==> config.mk <==
export PLATFORM = sky130hd
export DESIGN_NAME = bin2bcd_disp_feeder_flat
export DESIGN_NICKNAME = d
export VERILOG_FILES = /design/src/rtl/bin2bcd_disp_feeder_pkg.sv /design/src/rtl/bin2bcd_disp_feeder_if.sv /design/src/rtl/bin2bcd_disp_feeder_dd_digit_adj.sv /design/src/rtl/bin2bcd_disp_feeder.sv /design/src/flat_wrapper.sv
export SDC_FILE = /design/constraint.sdc
export NUM_CORES = 1
export LEC_CHECK = 0
export CAP_MARGIN = 10
export CELL_PAD_IN_SITES_DETAIL_PLACEMENT = 2
export CELL_PAD_IN_SITES_GLOBAL_PLACEMENT = 2
export CORE_ASPECT_RATIO = 1.4
export CORE_MARGIN = 2
export CORE_UTILIZATION = 38
export CTS_CLUSTER_DIAMETER = 200
export CTS_CLUSTER_SIZE = 14
export DETAILED_ROUTE_END_ITERATION = 8
export GPL_TIMING_DRIVEN = 0
export PLACE_DENSITY = 0.95
export SETUP_SLACK_MARGIN = 0.1
export SLEW_MARGIN = 5
export SYNTH_ARGS = -nofsm -noshare
export SYNTH_HDL_FRONTEND = slang
export SYNTH_HIERARCHICAL = 1
export SYNTH_SLANG_ARGS = --single-unit
==> constraint.sdc <==
create_clock -name clk -period 3.51 [get_ports clk]
set_clock_uncertainty 0.2 [all_clocks]
set_input_delay 0.702 -clock clk [delete_from_list [all_inputs] [get_ports clk]]
set_output_delay 0.702 -clock clk [all_outputs]
set_load 0.01 [all_outputs]
==> src/rtl/bin2bcd_disp_feeder_pkg.sv <==
// Shared types and helpers for the binary-to-BCD display feeder.
// Optional feature macro used by this slice: DISP_HEX_BYPASS_EN.
package disp_pkg;

  typedef enum logic [1:0] {
    IDLE  = 2'd0,
    SHIFT = 2'd1
  } disp_state_t;

  localparam logic [3:0] BCD_NINE = 4'h9;

  // Number of decimal digits needed to hold any w-bit binary value.
  function automatic int bcd_digits(input int w);
    return (w * 301) / 1000 + 1;
  endfunction

endpackage

==> src/rtl/bin2bcd_disp_feeder_if.sv <==
// Write/result bus between the CPU output port and the BCD feeder.
// With DISP_HEX_BYPASS_EN defined the bus also carries hex_mode.
interface bin2bcd_disp_feeder_if #(
  parameter int IN_W   = 16,
  parameter int DIGITS = 4
);

  logic                  wr_en;
  logic [IN_W-1:0]       wr_data;
  logic                  busy;
  logic                  done;
  logic [4*DIGITS-1:0]   bcd_out;
  logic                  ovf;
`ifdef DISP_HEX_BYPASS_EN
  logic                  hex_mode;
`endif

`ifdef DISP_HEX_BYPASS_EN
  modport master (output wr_en, output wr_data, output hex_mode,
                  input busy, input done, input bcd_out, input ovf);
  modport slave  (input wr_en, input wr_data, input hex_mode,
                  output busy, output done, output bcd_out, output ovf);
`else
  modport master (output wr_en, output wr_data,
                  input busy, input done, input bcd_out, input ovf);
  modport slave  (input wr_en, input wr_data,
                  output busy, output done, output bcd_out, output ovf);
`endif

endinterface

==> src/rtl/bin2bcd_disp_feeder_dd_digit_adj.sv <==
// Double-dabble digit correction: a BCD digit of 5 or more gets +3 so
// that the following left shift carries correctly into the next digit.
module dd_digit_adj (
  input  logic [3:0] dig,
  output logic [3:0] adj
);

  // Add 3 when the digit would exceed 9 after doubling.
  always_comb begin
    adj = dig;
    if (dig >= 4'd5) begin
      adj = dig + 4'd3;
    end else begin
      adj = dig;
    end
  end

endmodule

==> src/rtl/bin2bcd_disp_feeder.sv <==
// Sequential binary-to-BCD converter feeding the 4-digit seven-segment
// driver. One shift per clock; results above 10^DIGITS-1 saturate to all
// nines with ovf set. Optional macro: DISP_HEX_BYPASS_EN (raw hex write).
module bin2bcd_disp_feeder
  import disp_pkg::*;
#(
  parameter int IN_W   = 16,
  parameter int DIGITS = 4
) (
  input  logic                  clk,
  input  logic                  rst,
  bin2bcd_disp_feeder_if.slave  bus
);

  // The accumulator always keeps at least one digit above the displayed
  // ones so that saturation can be detected from the upper digits alone.
  localparam int DIG_INT = bcd_digits(IN_W);
  localparam int ACC_D   = (DIG_INT > DIGITS) ? DIG_INT : DIGITS + 1;
  localparam int ACC_W   = 4 * ACC_D;
  localparam int OUT_W   = 4 * DIGITS;
  localparam int CNT_W   = (IN_W > 1) ? $clog2(IN_W) : 1;
  localparam logic [CNT_W-1:0] LAST_CNT = CNT_W'(IN_W - 1);

  disp_state_t        state_r, state_s;
  logic [IN_W-1:0]    sreg_r, sreg_s;
  logic [ACC_W-1:0]   acc_r, acc_s;
  logic [CNT_W-1:0]   cnt_r, cnt_s;
  logic               busy_r, busy_s;
  logic               done_r, done_s;
  logic [OUT_W-1:0]   bcd_r, bcd_s;
  logic               ovf_r, ovf_s;

  logic [ACC_W-1:0]   acc_adj_s;
  logic [ACC_W-1:0]   acc_shift_s;
  logic [IN_W-1:0]    sreg_shift_s;
  logic [OUT_W-1:0]   bcd_fin_s;
  logic               ovf_fin_s;

  // Per-digit add-3 correction ahead of each shift.
  for (genvar g = 0; g < ACC_D; g++) begin : g_adj
    dd_digit_adj u_adj (
      .dig (acc_r[4*g +: 4]),
      .adj (acc_adj_s[4*g +: 4])
    );
  end

  assign acc_shift_s  = {acc_adj_s[ACC_W-2:0], sreg_r[IN_W-1]};
  assign sreg_shift_s = {sreg_r[IN_W-2:0], 1'b0};

  // Saturate the post-shift accumulator when any hidden upper digit is set.
  always_comb begin
    bcd_fin_s = acc_shift_s[OUT_W-1:0];
    ovf_fin_s = 1'b0;
    if (acc_shift_s[ACC_W-1:OUT_W] != {(ACC_W-OUT_W){1'b0}}) begin
      bcd_fin_s = {DIGITS{BCD_NINE}};
      ovf_fin_s = 1'b1;
    end else begin
      bcd_fin_s = acc_shift_s[OUT_W-1:0];
      ovf_fin_s = 1'b0;
    end
  end

  // Next-state and next-output logic; done is a single-cycle pulse.
  always_comb begin
    state_s = state_r;
    sreg_s  = sreg_r;
    acc_s   = acc_r;
    cnt_s   = cnt_r;
    busy_s  = busy_r;
    done_s  = 1'b0;
    bcd_s   = bcd_r;
    ovf_s   = ovf_r;
    case (state_r)
      IDLE: begin
        busy_s = 1'b0;
        if (bus.wr_en) begin
`ifdef DISP_HEX_BYPASS_EN
          if (bus.hex_mode) begin
            bcd_s  = OUT_W'(bus.wr_data);
            ovf_s  = 1'b0;
            done_s = 1'b1;
          end else begin
            sreg_s  = bus.wr_data;
            acc_s   = {ACC_W{1'b0}};
            cnt_s   = {CNT_W{1'b0}};
            busy_s  = 1'b1;
            state_s = SHIFT;
          end
`else
          sreg_s  = bus.wr_data;
          acc_s   = {ACC_W{1'b0}};
          cnt_s   = {CNT_W{1'b0}};
          busy_s  = 1'b1;
          state_s = SHIFT;
`endif
        end else begin
          state_s = IDLE;
        end
      end
      SHIFT: begin
        sreg_s = sreg_shift_s;
        acc_s  = acc_shift_s;
        if (cnt_r == LAST_CNT) begin
          cnt_s   = {CNT_W{1'b0}};
          bcd_s   = bcd_fin_s;
          ovf_s   = ovf_fin_s;
          done_s  = 1'b1;
          busy_s  = 1'b0;
          state_s = IDLE;
        end else begin
          cnt_s   = cnt_r + {{(CNT_W-1){1'b0}}, 1'b1};
          busy_s  = 1'b1;
          state_s = SHIFT;
        end
      end
      default: begin
        busy_s  = 1'b0;
        state_s = IDLE;
      end
    endcase
  end

  // State and output registers; reset aborts any conversion in flight.
  always_ff @(posedge clk or posedge rst) begin
    if (rst) begin
      state_r <= IDLE;
      sreg_r  <= {IN_W{1'b0}};
      acc_r   <= {ACC_W{1'b0}};
      cnt_r   <= {CNT_W{1'b0}};
      busy_r  <= 1'b0;
      done_r  <= 1'b0;
      bcd_r   <= {OUT_W{1'b0}};
      ovf_r   <= 1'b0;
    end else begin
      state_r <= state_s;
      sreg_r  <= sreg_s;
      acc_r   <= acc_s;
      cnt_r   <= cnt_s;
      busy_r  <= busy_s;
      done_r  <= done_s;
      bcd_r   <= bcd_s;
      ovf_r   <= ovf_s;
    end
  end

  assign bus.busy    = busy_r;
  assign bus.done    = done_r;
  assign bus.bcd_out = bcd_r;
  assign bus.ovf     = ovf_r;

endmodule

==> src/flat_wrapper.sv <==
// flat-port wrapper written by rule: the top's interface ports become plain ports
module bin2bcd_disp_feeder_flat import disp_pkg::*;
#(
  parameter int IN_W   = 16,
  parameter int DIGITS = 4
)
  (clk, rst, bus_wr_en, bus_wr_data, bus_busy, bus_done, bus_bcd_out, bus_ovf);
  bin2bcd_disp_feeder_if #(.IN_W(IN_W), .DIGITS(DIGITS)) bus_i ();
  input  logic clk;
  input  logic rst;
  input wire logic [$bits(bus_i.wr_en)-1:0] bus_wr_en;
  input wire logic [$bits(bus_i.wr_data)-1:0] bus_wr_data;
  output wire logic [$bits(bus_i.busy)-1:0] bus_busy;
  output wire logic [$bits(bus_i.done)-1:0] bus_done;
  output wire logic [$bits(bus_i.bcd_out)-1:0] bus_bcd_out;
  output wire logic [$bits(bus_i.ovf)-1:0] bus_ovf;
  assign bus_i.wr_en = bus_wr_en;
  assign bus_i.wr_data = bus_wr_data;
  assign bus_busy = bus_i.busy;
  assign bus_done = bus_i.done;
  assign bus_bcd_out = bus_i.bcd_out;
  assign bus_ovf = bus_i.ovf;
  bin2bcd_disp_feeder #(.IN_W(IN_W), .DIGITS(DIGITS)) u_core (.clk(clk), .rst(rst), .bus(bus_i));
endmodule
==> impl_table.tex, run 1 <==
\begin{tabular}{lr}
\hline
Metric & Value \\
\hline
\multicolumn{2}{l}{\textbf{Outcome}} \\
\quad Outcome & finished, final reports clean \\
\multicolumn{2}{l}{\textbf{Final layout}} \\
\quad Area growth from synthesis to layout & 24.74\% \\
\quad Fill cell count & between 700 and 800 \\
\quad Final instance area & 0.003621 mm2 \\
\quad Ant diodes & 0 \\
\quad Highest-count cells in the layout ignoring fill and taps & sky130\_fd\_sc\_hd\_\_dfrtp\_1, sky130\_fd\_sc\_hd\_\_nand2\_1, sky130\_fd\_sc\_hd\_\_clkdlybuf4s50\_1, sky130\_fd\_sc\_hd\_\_o21ai\_0, sky130\_fd\_sc\_hd\_\_nand2b\_1 \\
\quad Nets & 362 \\
\quad Share of cells above drive strength 1 & 10.39\% \\
\quad Most frequent standard cell in the layout excluding fill and tap cells & sky130\_fd\_sc\_hd\_\_dfrtp\_1 \\
\quad Final core utilization & 49.19\% \\
\multicolumn{2}{l}{\textbf{Pwr}} \\
\quad Clock power share & 19.0\% \\
\quad Leakage power total & approximately 1.6 nW \\
\quad Ratio of total power to cell area & 966.6 mW/mm2 \\
\quad Comb power frac & $\sim$45\% \\
\quad Switch Pwr & 1.423 mW \\
\quad VDD IR max & 0.3742 mV \\
\quad Share of power burned in registers & 35.6\% \\
\quad Internal & roughly 2.1 mW \\
\quad PnR Total Power & around 3.5 mW \\
\quad Proportion of total power due to net switching & 40.65\% \\
\multicolumn{2}{l}{\textbf{Worst setup path}} \\
\quad Slowest cell on crit path & sky130\_fd\_sc\_hd\_\_dfrtp\_1 \\
\quad Cells on worst reg2reg path & 8 \\
\quad Reg-to-reg endpoint & u\_core/bus.bcd\_out[12] \\
\quad Slack of the worst reg-to-reg path & approximately 1.1 ns \\
\quad Largest fanout on the critical path & 8 \\
\quad Type of element launching the critical path & register \\
\quad CP endpoint kind & register \\
\quad Arrival time of data at the critical path endpoint & 2.48 ns \\
\quad Maximum cell stage delay along the critical path & 0.43 ns \\
\quad Ordered list of cells on the worst path & inv\_1 -> ha\_1 -> nand2b\_1 -> a21oi\_2 -> mux2i\_1 -> nor4\_2 -> nand2\_2 -> o22a\_1 \\
\quad FF-to-FF Start & u\_core/acc\_r[16] \\
\quad Category of the critical setup timing path & reg -> reg \\
\quad Worst Setup SP & u\_core/acc\_r[16] \\
\quad Worst path required time & 3.53 ns \\
\multicolumn{2}{l}{\textbf{Timing}} \\
\quad Normalized max-slew margin & 56.94\% \\
\quad Number of endpoints with negative hold slack in the final report & 0 \\
\quad Setup tns final & 0 ns \\
\quad Final cycle utilization of the critical path & 69.97\% \\
\quad Max-slew violation count & 0 \\
\quad Fmax & 407.1 MHz \\
\quad Min Tclk post-route & roughly 2.5 ns \\
\quad Pin slew with the least headroom to its limit & $\sim$0.64 ns \\
\quad Count of endpoints failing setup in the final report & 0 \\
\quad Setup repair after global routing missed its margin & false \\
\multicolumn{2}{l}{\textbf{Flow run}} \\
\quad Count of maximum capacitance violations & 0 \\
\multicolumn{2}{l}{\textbf{Global routing}} \\
\quad Overall overflow remaining after global route & 0 \\
\quad Pin count of the biggest net entering global routing & 33 \\
\quad Via count of the first global-routing pass & 2770 \\
\quad Number of antenna violations at the first check in global routing & 0 \\
\quad Total routing resource utilization after global routing & 25.43\% \\
\quad First-pass GRT wire length & approximately 16000 um \\
\multicolumn{2}{l}{\textbf{Place}} \\
\quad Gp weighted congestion & 0.7559 \\
\quad Placed cell area & 0.003415 mm2 \\
\quad HPWL reported at the end of detailed placement & 6311 um \\
\quad Count of input and output buffers & 37 \\
\multicolumn{2}{l}{\textbf{Synth}} \\
\quad Syn. warnings & 6 \\
\quad Post-synthesis instance area & roughly 0.0029 mm2 \\
\quad Nets in the synthesized netlist & between 300 and 400 \\
\quad Cells after Synth & 283 \\
\quad Avg Cell Area, Syn & 10.26 um2 \\
\multicolumn{2}{l}{\textbf{Drt}} \\
\quad Number of iterations in the first detailed-routing pass & 4 \\
\quad Count of nets left with antenna violations after detail routing & 0 \\
\quad Avg WL per Cell & 22.03 um \\
\quad Wirelength, routed & roughly 9600 um \\
\quad Number of vias after detailed routing & 2337 \\
\quad Via/cell ratio & 5.385 \\
\quad First-iteration detailed-routing DRC count & 86 \\
\quad DRC errors left & 0 \\
\multicolumn{2}{l}{\textbf{Die}} \\
\quad Die outline area & approximately 0.0084 mm2 \\
\quad I/O pin count & 38 \\
\quad Initial core utilization & 39.44\% \\
\quad DIE WIDTH & 77.87 um \\
\quad Vertical die dimension & 107.4 um \\
\quad Placeable core area & 0.007361 mm2 \\
\quad Number of rows created at floorplan & 37 \\
\multicolumn{2}{l}{\textbf{Min path}} \\
\quad Min-Delay Path Class & reg -> reg \\
\quad Hold path endpoint & u\_core/sreg\_r[8] \\
\quad Hold wc startpoint & u\_core/sreg\_r[7] \\
\quad Hold Path Cell Cnt & 2 \\
\multicolumn{2}{l}{\textbf{Clock network}} \\
\quad CTS H-tree lvls & 3 \\
\quad Sink count of the clock tree & 59 \\
\quad Hold buffers post-CTS & 0 \\
\quad TritonCTS clock tree & built \\
\quad Clk root buf & sky130\_fd\_sc\_hd\_\_clkbuf\_8 \\
\quad Number of buffers added by the clock tree synthesis step & 9 \\
\quad Maximum clock path buffer count & 2 \\
\quad Post-CTS Setup Inserts & 0 \\
\quad Clk\_lat worst skew & between 0.3 and 0.4 ns \\
\quad Post-cts sizing count & 0 \\
\quad Clock-pin slew of the registers on the worst-case setup and hold paths & 0.07 ns \\
\hline
\end{tabular}
worst max-delay path by stage:
| stage | endpoint | slack, ns | depth (start not counted) |
|---|---|---|---|
| 4_1_cts | u_core/bus.bcd_out[12] | 1.03 | 8 |
| 3_3_place_gp | u_core/sreg_r[3] | 0.05 | 2 |
| 3_5_place_dp | u_core/bus.bcd_out[7] | 1.11 | 8 |
| 5_1_grt | u_core/bus.bcd_out[12] | 0.93 | 8 |
| 6_report | u_core/bus.bcd_out[12] | 1.05 | 8 |
| 2_1_floorplan | u_core/acc_r[0] | 1.15 | 1 |
power groups by stage:
| stage | Sequential (mW) | Combinational [mW] | Clock (mW) |
|---|---|---|---|
| finish | 1.25 | 1.59 | 0.664 |
| global route | 1.29 | 1.74 | 0.704 |
| CTS | 1.25 | 1.60 | 0.674 |
| detailed placement | 1.25 | 1.51 | 0 |
| global placement | 1.21 | 1.34 | 0 |
| floorplan | 1.21 | 0.940 | 0 |
layer usage:
| metal | global-route usage [%] | wire (um) | vias up |
|---|---|---|---|
| met3 | 4.027 | 270 | 13 |
| met1 | 28.74 | 3692 | 1221 |
| met2 | 46.98 | 5419 | 37 |
| met4 | 10.46 | 181 | 0 |
| met5 | 0 | 0 | - |
| li1 | - | - | 1066 |
worst max-delay path: cells and delay by family, from the launching register on:
| kind | cells | cell delay [ns] |
|---|---|---|
| AOI/OAI and AO/OA | 2 | 0.47 |
| adders and majority gates | 1 | 0.22 |
| buffers and inverters | 1 | 0.12 |
| DFF | 1 | 0.43 |
| muxes | 1 | 0.16 |
| and+or+nand+nor | 3 | 0.73 |
layout make-up:
cell class	count	area (um2)	share of cell area, %
Clock buffer	15	176.4	4.872
Clock inverter	1	30.03	0.8293
Inverter	13	53.80	1.486
Timing Repair Buffer	38	390.4	10.78
Tap cell	97	121.4	3.352
Multi-Input combinational cell	197	1292	35.69
Sequential cell	59	1476	40.77
Buffer	14	80.08	2.211
registers in the layout, summed over array words and instances, names as in the netlist:
name and flops:
u_core/sreg_r 16, u_core/bus.done 1, u_core/acc_r 20, u_core/bus.ovf 1, u_core/cnt_r 4, u_core/state_r 1
u_core/bus.bcd_out 16
through the flow:
stage / hold slack, ns / cells / worst slack (ns)
final: 0.3019 / 434 / 1.054
after global routing: 0.3339 / 434 / 0.9287
after CTS: 0.2974 / 434 / 1.026
after detailed placement: 0.2860 / 418 / 1.107
after global placement: 0.2604 / 417 / 0.04724
after floorplan: 0.2492 / 283 / 1.152
Power figures use the tool's default switching activity.
==> inputs of run 2 (changes only) <==
--- a/config.mk
+++ b/config.mk
@@ -10,12 +10,12 @@
 export CELL_PAD_IN_SITES_GLOBAL_PLACEMENT = 2
 export CORE_ASPECT_RATIO = 1.4
 export CORE_MARGIN = 2
-export CORE_UTILIZATION = 38
+export CORE_UTILIZATION = 35
 export CTS_CLUSTER_DIAMETER = 200
 export CTS_CLUSTER_SIZE = 14
 export DETAILED_ROUTE_END_ITERATION = 8
 export GPL_TIMING_DRIVEN = 0
-export PLACE_DENSITY = 0.95
+export PLACE_DENSITY = 0.89
 export SETUP_SLACK_MARGIN = 0.1
 export SLEW_MARGIN = 5
 export SYNTH_ARGS = -nofsm -noshare
==> constraint.sdc (replaced) <==
create_clock -name clk -period 2.38 [get_ports clk]
set_clock_uncertainty 0.2 [all_clocks]
set_input_delay 0.476 -clock clk [delete_from_list [all_inputs] [get_ports clk]]
set_output_delay 0.476 -clock clk [all_outputs]
set_load 0.01 [all_outputs]
==> impl_table.tex, run 2 (synthesized netlist as in run 1, its figures left out) <==
\begin{tabular}{lr}
\hline
Metric & Value \\
\hline
\multicolumn{2}{l}{\textbf{Worst setup path}} \\
\quad Critical path capture point & u\_core/bus.bcd\_out[1] \\
\quad Worst Setup SP & u\_core/acc\_r[17] \\
\quad Ordered list of cells on the worst path & inv\_2 -> ha\_2 -> nand2b\_4 -> a21oi\_4 -> mux2i\_2 -> nor4\_2 -> buf\_4 -> and2\_4 -> buf\_6 -> a22o\_1 \\
\quad Type of element launching the critical path & register \\
\quad Buffers and inverters on the worst path & 3 \\
\quad FF-to-FF Start & u\_core/acc\_r[17] \\
\quad Slack of the worst reg-to-reg path & 0.07 ns \\
\quad Largest fanout on the critical path & 9 \\
\quad Maximum cell stage delay along the critical path & 0.37 ns \\
\quad Cells on worst reg2reg path & 10 \\
\quad Family with the most delay on the worst path & compound AO/OA/AOI/OAI gates \\
\quad Crit. path cell count & 10 \\
\quad Arrival time of data at the critical path endpoint & $\sim$2.3 ns \\
\quad Reg-to-reg endpoint & u\_core/bus.bcd\_out[1] \\
\quad CP endpoint kind & register \\
\quad Slowest cell on crit path & sky130\_fd\_sc\_hd\_\_dfrtp\_1 \\
\quad Category of the critical setup timing path & reg -> reg \\
\quad Worst path required time & 2.39 ns \\
\multicolumn{2}{l}{\textbf{Final layout}} \\
\quad Final instance area & 0.003776 mm2 \\
\quad Final core utilization & around 47\% \\
\quad Area of all sequential standard cells & 0.001478 mm2 \\
\quad Area growth from synthesis to layout & 30.09\% \\
\quad Area of the multi-input gates & 0.001330 mm2 \\
\quad Share of cells above drive strength 1 & about 14\% \\
\quad Register ranked first by flip-flop count & u\_core/acc\_r \\
\quad Fill cell count & 847 \\
\quad Ant diodes & 0 \\
\quad Count of placed standard cells in the final layout, fillers left out & 443 \\
\quad Flip-flop count of the largest register after layout & 20 \\
\quad Most frequent standard cell in the layout excluding fill and tap cells & sky130\_fd\_sc\_hd\_\_dfrtp\_1 \\
\quad Nets & 370 \\
\quad Highest-count cells in the layout ignoring fill and taps & sky130\_fd\_sc\_hd\_\_dfrtp\_1, sky130\_fd\_sc\_hd\_\_nand2\_1, sky130\_fd\_sc\_hd\_\_clkdlybuf4s50\_1, sky130\_fd\_sc\_hd\_\_o21ai\_0, sky130\_fd\_sc\_hd\_\_nand2b\_1 \\
\multicolumn{2}{l}{\textbf{Drt}} \\
\quad Number of vias after detailed routing & about 2400 \\
\quad Wirelength, routed & 9190 um \\
\quad Avg WL per Cell & 20.74 um \\
\quad Via/cell ratio & 5.359 \\
\quad Count of nets left with antenna violations after detail routing & 0 \\
\quad DRC errors left & 0 \\
\quad Number of iterations in the first detailed-routing pass & 4 \\
\quad First-iteration detailed-routing DRC count & 158 \\
\multicolumn{2}{l}{\textbf{Place}} \\
\quad Placed cell area & 0.003421 mm2 \\
\quad Post-Place Setup Slack & 0.007399 ns \\
\quad HPWL reported at the end of detailed placement & 5689 um \\
\quad Gp weighted congestion & 0.7577 \\
\quad Number of cells after detailed placement & roughly 420 \\
\quad Count of input and output buffers & 37 \\
\multicolumn{2}{l}{\textbf{Timing}} \\
\quad Final cycle utilization of the critical path & a little over nine tenths \\
\quad Pin slew with the least headroom to its limit & 0.5681 ns \\
\quad Setup tns final & 0 ns \\
\quad Max-slew violation count & 0 \\
\quad Number of endpoints with negative hold slack in the final report & 0 \\
\quad Count of endpoints failing setup in the final report & 0 \\
\quad Normalized max-slew margin & 62.07\% \\
\quad Fmax & between 400 and 500 MHz \\
\quad Min Tclk post-route & around 2.3 ns \\
\quad Setup repair after global routing missed its margin & true \\
\quad PnR worst setup slack & $\sim$0.071 ns \\
\multicolumn{2}{l}{\textbf{Die}} \\
\quad Initial core utilization & 35.84\% \\
\quad Number of rows created at floorplan & 39 \\
\quad Placeable core area & between 0.008 and 0.009 mm2 \\
\quad Vertical die dimension & 111.8 um \\
\quad DIE WIDTH & 80.97 um \\
\quad Die outline area & 0.009048 mm2 \\
\quad I/O pin count & 38 \\
\multicolumn{2}{l}{\textbf{Flow run}} \\
\quad Count of maximum capacitance violations & 0 \\
\multicolumn{2}{l}{\textbf{Global routing}} \\
\quad Pin count of the biggest net entering global routing & 37 \\
\quad First-pass GRT wire length & 15080 um \\
\quad Via count of the first global-routing pass & 2795 \\
\quad Total routing resource utilization after global routing & between 20 and 25\% \\
\quad Overall overflow remaining after global route & 0 \\
\quad Number of antenna violations at the first check in global routing & 0 \\
\multicolumn{2}{l}{\textbf{Pwr}} \\
\quad Proportion of total power due to net switching & roughly 39\% \\
\quad Share of power burned in registers & 33.6\% \\
\quad Switch Pwr & 2.127 mW \\
\quad Clock power share & 20.6\% \\
\quad VDD IR max & 0.6367 mV \\
\quad Ratio of total power to cell area & approximately 1500 mW/mm2 \\
\quad Comb power frac & 45.8\% \\
\quad Internal & 3.395 mW \\
\quad Leakage power total & 1.691 nW \\
\multicolumn{2}{l}{\textbf{Clock network}} \\
\quad Clock-pin slew of the registers on the worst-case setup and hold paths & 0.05 ns \\
\quad Sink count of the clock tree & 59 \\
\quad TritonCTS clock tree & built \\
\quad Number of buffers added by the clock tree synthesis step & 9 \\
\quad Hold buffers post-CTS & 0 \\
\quad Maximum clock path buffer count & 2 \\
\quad Clk root buf & sky130\_fd\_sc\_hd\_\_clkbuf\_16 \\
\quad Clk\_lat worst skew & 0.32 ns \\
\quad CTS H-tree lvls & 3 \\
\multicolumn{2}{l}{\textbf{Min path}} \\
\quad Min-Delay Path Class & reg -> reg \\
\multicolumn{2}{l}{\textbf{Outcome}} \\
\quad Outcome & finished, final reports clean \\
\hline
\end{tabular}
## run 2: cell types whose count changed in the layout (fill, tap and decap cells not counted), sizes merged
cell    previous run  this run
bufinv             1         0
buf               11        19
clkbuf            19        16
## run 2: timing repair
item,4_1_cts,5_1_grt
buffers inserted,5,3
gates cloned,0,0
endpoints found under the hold margin,0,0
setup endpoints to repair,17,17
resized for setup,3,6
pin swaps,3,2
## run 2: power by group through the flow
| stage | registers (mW) | logic [mW] | clock network, mW |
|---|---|---|---|
| 4_1_cts | 1.85 | 2.39 | 1.18 |
| 5_1_grt | 1.91 | 2.78 | 1.22 |
| 3_3_place_gp | 1.79 | 2.01 | 0 |
| 6_report | 1.85 | 2.53 | 1.14 |
| 2_1_floorplan | 1.79 | 1.39 | 0 |
| 3_5_place_dp | 1.83 | 2.18 | 0 |
## run 2: metal layers
layer | global-route usage, % | vias to the layer above | routed length [um]
li1 | - | 1074 | -
met1 | 27.20 | 1240 | 3719
met2 | 38.29 | 37 | 5046
met3 | 3.485 | 23 | 161
met4 | 11.30 | 0 | 263
met5 | 0 | - | 0
## run 2: worst min-delay path by stage
stage | start | end | depth (start not counted)
after floorplan | u_core/sreg_r[13] | u_core/sreg_r[14] | 2
after global placement | u_core/sreg_r[7] | u_core/sreg_r[8] | 2
after detailed placement | u_core/sreg_r[8] | u_core/sreg_r[9] | 2
after CTS | u_core/sreg_r[0] | u_core/sreg_r[1] | 2
after global routing | u_core/sreg_r[3] | u_core/sreg_r[4] | 2
final | u_core/sreg_r[0] | u_core/sreg_r[1] | 2
## run 2: cell type report
type,instances,share of cell area (%)
Sequential cell,59,39.13
Tap cell,102,3.380
Timing Repair Buffer,46,11.93
Multi-Input combinational cell,197,35.22
Clock buffer,12,6.793
Buffer,14,2.121
Inverter,13,1.425
## run 2: worst min-delay path, delay by kind of cell, from the launching register on
family             cells  cell delay, ns
DFF                    1            0.34
AOI/OAI and AO/OA      1            0.06
and+or+nand+nor        1            0.05
## run 2: stage by stage
| stage | hold WS (ns) | power, mW |
|---|---|---|
| after CTS | 0.2953 | 5.415 |
| after detailed placement | 0.2855 | 4.005 |
| after global routing | 0.3216 | 5.912 |
| final | 0.2893 | 5.523 |
| after global placement | 0.2613 | 3.797 |
| after floorplan | 0.2492 | 3.172 |
